### config.mk
export PLATFORM = sky130hd
export DESIGN_NAME = jt10_adpcm_romarb
export DESIGN_NICKNAME = d
export VERILOG_FILES = /design/src/rtl/jt10_adpcm_romarb.sv
export SDC_FILE = /design/constraint.sdc
export NUM_CORES = 1
export LEC_CHECK = 0
export BUFFER_PORTS_ARGS = -buffer_cell sky130_fd_sc_hd__buf_4
export CAP_MARGIN = 25
export CORE_MARGIN = 10
export CORE_UTILIZATION = 54
export DETAILED_ROUTE_END_ITERATION = 8
export HOLD_SLACK_MARGIN = 0.08
export PLACE_DENSITY = 0.84
export SETUP_SLACK_MARGIN = 0.15
export SLEW_MARGIN = 20
export SYNTH_ARGS = -nofsm -noshare
export SYNTH_HDL_FRONTEND = slang
export SYNTH_SLANG_ARGS = --single-unit
### constraint.sdc
create_clock -name clk -period 3 [get_ports clk]
set_clock_uncertainty 0.2 [all_clocks]
set_input_delay 0 -clock clk [delete_from_list [all_inputs] [get_ports clk]]
set_output_delay 0 -clock clk [all_outputs]
set_load 0.05 [all_outputs]
### src/rtl/jt10_adpcm_romarb.sv
// jt10_adpcm_romarb
// Shares one external sample-ROM read port between the YM2610 ADPCM-A and
// ADPCM-B fetchers. Each requester has a one-byte tagged cache. A ROM read
// is issued only when a requester's address differs from its tag.
// Simultaneous misses are served round-robin. Each requester is mapped
// into its own ROM region.
//
// ROM handshake: rom_cs is a request. It rises with rom_addr already valid
// and stays high, with rom_addr stable, until the first clock edge at which
// rom_ok is high. rom_data is sampled on that same edge and rom_cs drops
// after it. rom_ok outside a request is ignored. After every request rom_cs
// is low for at least one clock.
module jt10_adpcm_romarb #(
    parameter int              AW     = 25,
    parameter logic [AW-1:0]   A_BASE = 25'h000_0000,
    parameter logic [AW-1:0]   B_BASE = 25'h100_0000
) (
    input  logic          clk,
    input  logic          rst_n,
    // ADPCM-A side
    input  logic [23:0]   a_addr,
    input  logic          a_roe_n,
    output logic [7:0]    a_data,
    output logic          a_ok,
    // ADPCM-B side
    input  logic [23:0]   b_addr,
    input  logic          b_roe_n,
    output logic [7:0]    b_data,
    output logic          b_ok,
    // external ROM port
    output logic [AW-1:0] rom_addr,
    output logic          rom_cs,
    input  logic [7:0]    rom_data,
    input  logic          rom_ok,
    // FSM state for observation: 0 idle, 1 serving A, 2 serving B
    output logic [1:0]    state_dbg
);

    typedef enum logic [1:0] {
        IDLE   = 2'd0,
        BUSY_A = 2'd1,
        BUSY_B = 2'd2
    } state_t;

    state_t      state;
    logic        prio_b;      // tie-break winner: 0 = A, 1 = B
    logic [23:0] fetch_tag;   // address of the fetch in flight
    logic [23:0] tag_a;
    logic [23:0] tag_b;
    logic        valid_a;
    logic        valid_b;
    logic        miss_a;
    logic        miss_b;
    logic        grant_b;

    // Hit flags compare the live address with the stored tag, so a changed
    // address drops the ok flag within the same cycle.
    assign a_ok   = valid_a & (a_addr == tag_a);
    assign b_ok   = valid_b & (b_addr == tag_b);
    assign miss_a = ~a_roe_n & ~a_ok;
    assign miss_b = ~b_roe_n & ~b_ok;

    // B wins when it misses alone, or when both miss and it is B's turn.
    assign grant_b = miss_b & (~miss_a | prio_b);

    assign state_dbg = state;

    // Arbitration FSM. It issues one ROM request at a time and loads the
    // cache of the requester that owns the returning byte.
    always_ff @(posedge clk or negedge rst_n) begin
        if (!rst_n) begin
            state     <= IDLE;
            prio_b    <= 1'b0;
            rom_cs    <= 1'b0;
            rom_addr  <= '0;
            fetch_tag <= '0;
            tag_a     <= '0;
            tag_b     <= '0;
            valid_a   <= 1'b0;
            valid_b   <= 1'b0;
            a_data    <= '0;
            b_data    <= '0;
        end else begin
            case (state)
                IDLE: begin
                    if (miss_a || miss_b) begin
                        rom_cs <= 1'b1;
                        if (grant_b) begin
                            rom_addr  <= B_BASE + AW'(b_addr);
                            fetch_tag <= b_addr;
                            state     <= BUSY_B;
                        end else begin
                            rom_addr  <= A_BASE + AW'(a_addr);
                            fetch_tag <= a_addr;
                            state     <= BUSY_A;
                        end
                    end
                end
                BUSY_A: begin
                    // The tag is the address that was fetched, not the
                    // current one. A moved address then simply misses again.
                    if (rom_ok) begin
                        a_data  <= rom_data;
                        tag_a   <= fetch_tag;
                        valid_a <= 1'b1;
                        rom_cs  <= 1'b0;
                        prio_b  <= 1'b1;
                        state   <= IDLE;
                    end
                end
                BUSY_B: begin
                    if (rom_ok) begin
                        b_data  <= rom_data;
                        tag_b   <= fetch_tag;
                        valid_b <= 1'b1;
                        rom_cs  <= 1'b0;
                        prio_b  <= 1'b0;
                        state   <= IDLE;
                    end
                end
                default: begin
                    rom_cs <= 1'b0;
                    state  <= IDLE;
                end
            endcase
        end
    end

endmodule

==> results_dict.tcl, run 1 <==
set metrics [dict create \
    nFillCells 518 \
    post-cts-setup-buffers 0 \
    maxCapViolCount 0 \
    drcViolationCount 0 \
    antenna_found_initial 0 \
    cp.arrival_ps 2710 \
    final_core_util_pct 77.1 \
    crit_required_ps 2990 \
    regArea_mm2 0.00238 \
    avgSynthCellArea_um2 11.6 \
    fin_hold_ws_ps 189 \
    htree_levels 3 \
    num_vias 4163 \
    min_delay_path_depth 3 \
    grt_usage_pct 22.8 \
    syn_nets 463 \
    row_count 33 \
    clock-sinks 95 \
    slew_headroom_pct 36.0 \
    synth_top_area_cell "dfrtp_1" \
    met3_usage_pct 6.82 \
    synth-main-ff-cell "dfrtp_1" \
    start_util_pct 56.0 \
    fmax_mhz 368 \
    crit_path_end "rom_addr[8]" \
    r2r_slack_ps 290 \
    rsz0062_at_grt "no" \
    tns_ps 0 \
    yosys.area.top_type_share_pct 51.4 \
    final-setup-viol-count 0 \
    numPortBuffers 106 \
    wl_um 14900 \
    gr-usage-met1_pct 26.8 \
    reg2reg_from "tag_b[9]" \
    wl_per_cell_um 22.0 \
    ant_nets 0 \
    place_area_mm2 0.00555 \
    synth_area_mm2 0.00462 \
    irDropWorstVdd_mv 0.704 \
    fin_area_mm2 0.00637 \
    hold_class "input port to flop" \
    clockBufferDepth 2 \
    slew_viol_final 0 \
    synth_area_leaders "dfrtp_1, mux2_2, xnor2_1" \
    fin_crit_ps 2710 \
    powerDensity_mw_per_mm2 1100 \
    finalWeightedCongestion 0.877 \
    use_met2_pct 38.6 \
    via_per_inst 6.15 \
    first_iter_violations 375 \
    drtPass1Iterations 7 \
    crit_start "tag_b[9]" \
    ios 107 \
    synth_cell_types 42 \
    max_slew.worst_pin.slew_ps 961 \
    grt-busiest-layer "met2" \
    synth_edf_count 0 \
    leakagePower_nw 2.70 \
    hold_viol_final 0 \
    numCtsBuffers 9 \
    die_w_um 113 \
    core_area_mm2 0.00826 \
    syn_inst 399 \
    clk_latency_ps 370 \
    yosysSeqAreaShare_pct 51.4 \
    drive_above_1_share_pct 35.8 \
    crit_fanout 25 \
    cts_tree "yes" \
    fin_crit_sh_pct 90.5 \
    grt_max_degree 48 \
    areaGrowthSynthToFinish_pct 37.8 \
    outcome "finished clean" \
    ys_ff_latch 95 \
    power_mw 7.02 \
    r2r_end "rom_addr[8]" \
    crit_type "flop to flop" \
    die_h_um 113 \
    nets 631 \
    yosysWarnings 0 \
    grt_pass1_wl_um 23400 \
    clkSlewWorstSetupHoldPaths_ps 100 \
    antennaDiodeCount 0 \
    cts_root_buf "clkbuf_8" \
    hpwl_um 9710 \
    rr_worst_depth 6 \
    die_area_mm2 0.0127 \
    synthArstFlopShare_pct 100 \
    first_global_vias 4305 \
    worstSetupStartpointType "flop" \
    endpoint_kind "flop" \
    gr-total-overflow 0 \
    multi_input_area_mm2 0.00213 \
]
[Yosys cell counts (2+ instances only)]
cell type   n
ha_1        3
o21ai_0     5
a21oi_1     4
mux2_2     64
nor4_1      9
a21oi_2     2
nand3_1    27
xor2_1     19
buf_2       5
nand2_1     8
buf_6       2
nand2b_1    5
xnor2_1    29
nor2_1      4
dfrtp_1    95
inv_1       3
nor3_1     26
clkbuf_1    6
buf_1       6
nand4_1    11
and4_1      2
a31oi_1    25
o21ai_1    20
[layer usage]
layer,share of wire [%],vias to the layer above
li1,-,1797
met1,38,2067
met5,0,-
met4,3.0,0
met2,50,256
met3,8.8,43
[registers in the layout (all words and copies together), names as in the netlist, 2 cells and up]
register and cells:
rom_addr 25, tag_b 24, b_data 8, a_data 8
tag_a 24, state_dbg 2
[worst min path at each step]
stage,start,slack [ps],endpoint
floorplan,rst_n,-500,a_data[0]
global placement,rst_n,-150,tag_b[17]
detailed placement,rst_n,-140,tag_a[21]
CTS,rom_ok,180,prio_b
global route,rom_ok,210,prio_b
finish,rom_ok,190,prio_b
[placed cells by master, fill, tap and decap left out, types with 3 or more instances in the layout]
cell type      synthesis  layout
nand4_1               11      11
o21ai_0                5       5
a21oi_2                2       3
dfrtp_1               95      95
ha_1                   3       3
a31oi_1               25      25
a21oi_1                4       3
nand3_1               27      27
o21ai_1               20      20
nand2_1                8       8
clkbuf_8               0      11
inv_1                  3       3
xor2_1                19      19
mux2_2                64      64
nor2_1                 4       4
nor3_1                26      26
xnor2_1               29      29
nand2b_1               5       5
nor4_1                 9       9
dlygate4sd3_1          0      61
buf_4                  1     114
[power by group]
part           switching [mW]  internal, mW  leakage (nW)  total [mW]
sequential              0.529          1.93          1.10        2.46
combinational            2.33          1.43          1.51        3.75
clock                   0.457         0.349        0.0926       0.806
[logic make-up (layout without fill, tap and decap cells)]
| kind of cell | count (synthesis) | in the layout | share of synthesized area, % |
|---|---|---|---|
| mux | 64 | 64 | 15.6 |
| fa+ha+maj | 3 | 3 | 0.812 |
| buf+inv | 24 | 197 | 2.57 |
| flops | 95 | 95 | 51.4 |
| simple gates | 102 | 102 | 12.3 |
| compound gates | 63 | 63 | 8.25 |
| xor+xnor | 48 | 48 | 9.09 |
[stage by stage]
| stage | std cells | worst slack (ps) |
|---|---|---|
| 2_1_floorplan | 399 | 215 |
| 3_3_place_gp | 599 | 517 |
| 3_5_place_dp | 599 | 463 |
| 4_1_cts | 677 | 429 |
| 5_1_grt | 677 | 226 |
| 6_report | 677 | 286 |
[worst max-delay path, cell delays in order, from the launching register on]
cell and delay [ps]:
dfrtp_1 420, xor2_1 360, nor4_1 130, and4_1 270
a21oi_2 160, or2_1 760, a31oi_1 230
[what timing repair did]
| item | CTS | global route |
|---|---|---|
| hold buffers | 62 | 0 |
| endpoints found under the hold margin | 140 | 0 |
| resized for setup | 0 | 0 |
[layout make-up]
class	count	area share (%)
repair buffers	178	24.1
well taps	105	2.06
multi-input cells	280	33.5
flip-flops and latches	95	37.3
inverters	3	0.177
clock inverters	4	0.471
clock buffers	12	2.44
Note: power is estimated with default switching activity, not from simulation.
==> run 2: changes to the inputs <==
--- a/config.mk
+++ b/config.mk
@@ -8,10 +8,10 @@
 export BUFFER_PORTS_ARGS = -buffer_cell sky130_fd_sc_hd__buf_4
 export CAP_MARGIN = 25
 export CORE_MARGIN = 10
-export CORE_UTILIZATION = 54
+export CORE_UTILIZATION = 46
 export DETAILED_ROUTE_END_ITERATION = 8
 export HOLD_SLACK_MARGIN = 0.08
-export PLACE_DENSITY = 0.84
+export PLACE_DENSITY = 0.74
 export SETUP_SLACK_MARGIN = 0.15
 export SLEW_MARGIN = 20
 export SYNTH_ARGS = -nofsm -noshare
==> results_dict.tcl, run 2 (same netlist as run 1, synthesis figures left out) <==
set metrics [dict create \
    grt_max_degree 63 \
    powerDensity_mw_per_mm2 1110 \
    finalWeightedCongestion 0.876 \
    areaGrowthSynthToFinish_pct 39.1 \
    via_per_inst 5.67 \
    maxCapViolCount 0 \
    antenna_found_initial 0 \
    start_util_pct 47.3 \
    slowest_delay_ps 600 \
    fin_crit_ps 2660 \
    clockBufferDepth 2 \
    hold_class "input port to asynchronous set/reset pin" \
    cp.buffers_inverters 0 \
    nFillCells 752 \
    outcome "finished clean" \
    clock-sinks 95 \
    final-setup-viol-count 0 \
    core_area_mm2 0.00977 \
    stdcell_count 706 \
    regMostFlops "rom_addr" \
    numCtsBuffers 9 \
    ios 107 \
    dp.cells 629 \
    die_w_um 120 \
    drcViolationCount 0 \
    crit_fanout 25 \
    irDropWorstVdd_mv 0.628 \
    cp.arrival_ps 2730 \
    regArea_mm2 0.00238 \
    cts_resized 0 \
    crit_type "flop to flop" \
    gr-total-overflow 0 \
    path_cells "xnor2_1 > nand4_1 > nor3_1 > a21oi_2 > or2_1 > o21ai_0" \
    tns_ps 0 \
    clkSlewWorstSetupHoldPaths_ps 100 \
    cts_root_buf "clkbuf_8" \
    power_mw 7.13 \
    num_vias 4006 \
    hold_viol_final 0 \
    row_count 36 \
    first_global_vias 4288 \
    first_iter_violations 229 \
    wl_um 14500 \
    crit_required_ps 3080 \
    htree_levels 3 \
    worstSetupStartpointType "flop" \
    leakagePower_nw 2.71 \
    crit_family "simple AND/OR/NAND/NOR gates" \
    grt_pass1_wl_um 23300 \
    final_cell_mix "buf_4, dfrtp_1, mux2_2" \
    reg_top3 "rom_addr (25), tag_a (24), tag_b (24)" \
    multi_input_area_mm2 0.00213 \
    grt_usage_pct 20.1 \
    slew_headroom_pct 35.3 \
    endpoint_kind "flop" \
    die_area_mm2 0.0145 \
    cts_tree "yes" \
    nets 631 \
    largest_reg_flops 25 \
    clk_latency_ps 370 \
    final_common_cell "buf_4" \
    fin_crit_sh_pct 88.6 \
    numPortBuffers 106 \
    max_slew.worst_pin.slew_ps 970 \
    die_h_um 120 \
    cp_slowest_cell "or2_1" \
    rsz0062_at_grt "no" \
    wl_per_cell_um 20.5 \
    drtPass1Iterations 5 \
    hpwl_um 10300 \
    ant_nets 0 \
    slew_viol_final 0 \
    drive_above_1_share_pct 36.0 \
    fmax_mhz 376 \
]
## run 2: layout make-up
cell class / count / area share (%)
Tap cell: 133 / 2.59
Clock inverter: 6 / 1.44
Sequential cell: 95 / 37.0
Timing Repair Buffer: 178 / 23.7
Antenna cell: 1 / 0.0389
Multi-Input combinational cell: 280 / 33.1
Clock buffer: 10 / 1.98
Inverter: 3 / 0.175
## run 2: timing repair
| item | 4_1_cts | 5_1_grt |
|---|---|---|
| endpoints found under the hold margin | 106 | 0 |
| setup endpoints to repair | 0 | 0 |
| hold buffers | 60 | 0 |
| buffers inserted | 0 | 0 |
## run 2: path summary, 6_finish.rpt
check                                to  slack [ps]      start  cells after the start
setup / recovery           rom_addr[24]         340  tag_a[15]                      6
hold / removal             rom_addr[12]          50      rst_n                      2
setup reg to reg           rom_addr[24]         340  tag_a[15]                      6
hold reg to reg               b_data[4]         310  b_data[4]                      1
max in group asynchronous     tag_b[11]        1750      rst_n                      3
min in group clk                 prio_b         190     rom_ok                      3
## run 2: per-layer routing
layer  wire length [µm]  GRT usage [%]
met4                331           7.54
met1               5950           25.0
met5                  0              0
met2               6840           32.7
met3               1370           5.54
## run 2: power breakdown
| group | internal (mW) | switching [mW] | total [mW] |
|---|---|---|---|
| logic | 1.43 | 2.30 | 3.73 |
| clock network | 0.474 | 0.463 | 0.938 |
| registers | 1.93 | 0.523 | 2.46 |
| total | 3.84 | 3.28 | 7.13 |
## run 2: stage by stage
step / utilization [%] / setup slack (ps) / hold WS (ps) / area [µm²]
3_5_place_dp: 57.4 / 436 / -65.2 / 5610
6_report: 65.8 / 341 / 51.5 / 6430
4_1_cts: 65.8 / 385 / 97.2 / 6430
5_1_grt: 65.8 / 215 / 130 / 6430
2_1_floorplan: - / 215 / -496 / 4620
3_3_place_gp: 57.4 / 506 / -65.7 / 5610
==> run 3: changes to the inputs <==
--- a/config.mk
+++ b/config.mk
@@ -11,7 +11,7 @@
 export CORE_UTILIZATION = 46
 export DETAILED_ROUTE_END_ITERATION = 8
 export HOLD_SLACK_MARGIN = 0.08
-export PLACE_DENSITY = 0.74
+export PLACE_DENSITY = 0.67
 export SETUP_SLACK_MARGIN = 0.15
 export SLEW_MARGIN = 20
 export SYNTH_ARGS = -nofsm -noshare
==> constraint.sdc (replaced) <==
create_clock -name clk -period 3 [get_ports clk]
set_clock_uncertainty 0.2 [all_clocks]
set_input_delay 0.3 -clock clk [delete_from_list [all_inputs] [get_ports clk]]
set_output_delay 0.3 -clock clk [all_outputs]
set_load 0.05 [all_outputs]
==> results_dict.tcl, run 3 (same netlist as run 1, synthesis figures left out) <==
set metrics [dict create \
    slew_headroom_pct 56.3 \
    wl_um 14200 \
    outcome "finished clean" \
    crit_required_ps 2500 \
    via_per_inst 5.60 \
    nets 629 \
    irDropWorstVdd_mv 0.630 \
    powerDensity_mw_per_mm2 1100 \
    regMostFlops "rom_addr" \
    p_clk_share_pct 12.3 \
    clockBufferDepth 2 \
    crit_type "input port to output port" \
    die_w_um 120 \
    grt_usage_pct 19.4 \
    grt_max_degree 51 \
    hold_class "input port to flop" \
    first_global_vias 4135 \
    final_common_cell "buf_4" \
    comb_power_share_pct 53.2 \
    wl_per_cell_um 20.1 \
    post-cts-setup-buffers 0 \
    ios 107 \
    p_int_mw 3.82 \
    largest_reg_flops 25 \
    max_slew.worst_pin.slew_ps 656 \
    switching_share_pct 46.4 \
    sequentialPowerShare_pct 34.5 \
    endpoint_kind "output port" \
    crit_fanout 4 \
    antenna_found_initial 1 \
    worstSetupStartpointType "input port" \
    cts_root_buf "clkbuf_8" \
    finalWeightedCongestion 0.910 \
    areaGrowthSynthToFinish_pct 40.0 \
    drt-met1-wl_um 6020 \
    fin_hold_ws_ps 249 \
    route.met2.wl_um 6960 \
    drive_above_1_share_pct 38.6 \
    final_core_util_pct 66.2 \
    fin_crit_ps 2870 \
    reg_top3 "rom_addr (25), tag_a (24), tag_b (24)" \
    dr_wl_met3_um 1080 \
    rsz0062_at_grt "no" \
    die_area_mm2 0.0145 \
    p_switching_mw 3.30 \
    gr-total-overflow 0 \
    htree_levels 3 \
    nFillCells 763 \
    row_count 36 \
    die_h_um 120 \
    dp.cells 629 \
    maxCapViolCount 0 \
    fmax_mhz 349 \
    core_area_mm2 0.00977 \
    clock-sinks 95 \
    numCtsBuffers 9 \
    hpwl_um 9980 \
    hold_viol_final 0 \
    drtPass1Iterations 5 \
    num_vias 3942 \
    cts_tree "yes" \
    grt_pass1_wl_um 22500 \
    clk_latency_ps 370 \
    leakagePower_nw 2.76 \
    start_util_pct 47.3 \
    slew_viol_final 0 \
    cp.arrival_ps 2370 \
    first_iter_violations 231 \
    clkSlewWorstSetupHoldPaths_ps 90 \
    final-setup-viol-count 0 \
    top_layer_used "met4" \
    fin_crit_sh_pct 95.5 \
    tns_ps 0 \
    numPortBuffers 106 \
    stdcell_count 704 \
    final_cell_mix "buf_4, dfrtp_1, mux2_2" \
    ant_nets 0 \
    drcViolationCount 0 \
]
## run 3: cell types whose count changed in the layout (fill, tap and decap cells not counted), moves of 2 or more
| cell | previous run | this run |
|---|---|---|
| buf_12 | 3 | 1 |
| buf_4 | 115 | 117 |
| dlygate4sd3_1 | 60 | 58 |
| xnor2_1 | 29 | 16 |
| xnor2_2 | 0 | 13 |
## run 3: critical path, stage by stage
cell and delay (ps):
dlygate4sd3_1 540, buf_4 140, xnor2_1 270, nand4_1 150
or4_4 570, nor2_1 170, buf_4 220
## run 3: path summary, 6_finish.rpt
check,startpoint,to,slack (ps),depth (start not counted)
setup reg to reg,tag_a[19],rom_addr[14],380,6
setup / recovery,a_addr[17],a_ok,130,7
hold reg to reg,valid_b,valid_b,300,1
max in group asynchronous,rst_n,rom_addr[10],1620,3
hold / removal,b_roe_n,rom_addr[17],250,5
min in group asynchronous,rst_n,rom_addr[16],290,2
## run 3: layout make-up
cell class,instances,area [µm²],area share (%)
sequential,95,2380,36.7
inverter,3,11.3,0.174
tap,133,166,2.57
clock buffer,12,145,2.24
multi-input combinational,280,2230,34.5
clock inverter,4,55.1,0.851
timing repair buffer,176,1480,22.9
antenna,1,2.50,0.0387
## run 3: stage by stage
stage | instance area, µm² | setup slack [ps] | power (mW)
3_5_place_dp | 5590 | 349 | 6.11
2_1_floorplan | 4630 | 475 | 4.90
4_1_cts | 6370 | 154 | 7.04
3_3_place_gp | 5590 | 386 | 6.03
5_1_grt | 6470 | 150 | 7.51
6_report | 6470 | 134 | 7.12
## run 3: layer usage
metal	track usage (%)	vias to the layer above
li1	-	1790
met1	25.5	1962
met2	31.2	178
met3	4.37	12
met4	6.18	0
met5	0	-
## run 3: timing repair
| action | CTS | global route |
|---|---|---|
| endpoints found under the setup margin | 0 | 27 |
| resized for setup | 0 | 14 |
| endpoints found under the hold margin | 90 | 0 |
| hold buffers | 58 | 0 |
## run 3: power by group through the flow
stage | Sequential [mW] | Combinational, mW | Clock (mW)
global placement | 2.41 | 3.62 | 0
global route | 2.54 | 4.03 | 0.937
detailed placement | 2.44 | 3.67 | 0
CTS | 2.42 | 3.74 | 0.885
finish | 2.46 | 3.79 | 0.875
floorplan | 3.39 | 1.51 | 0
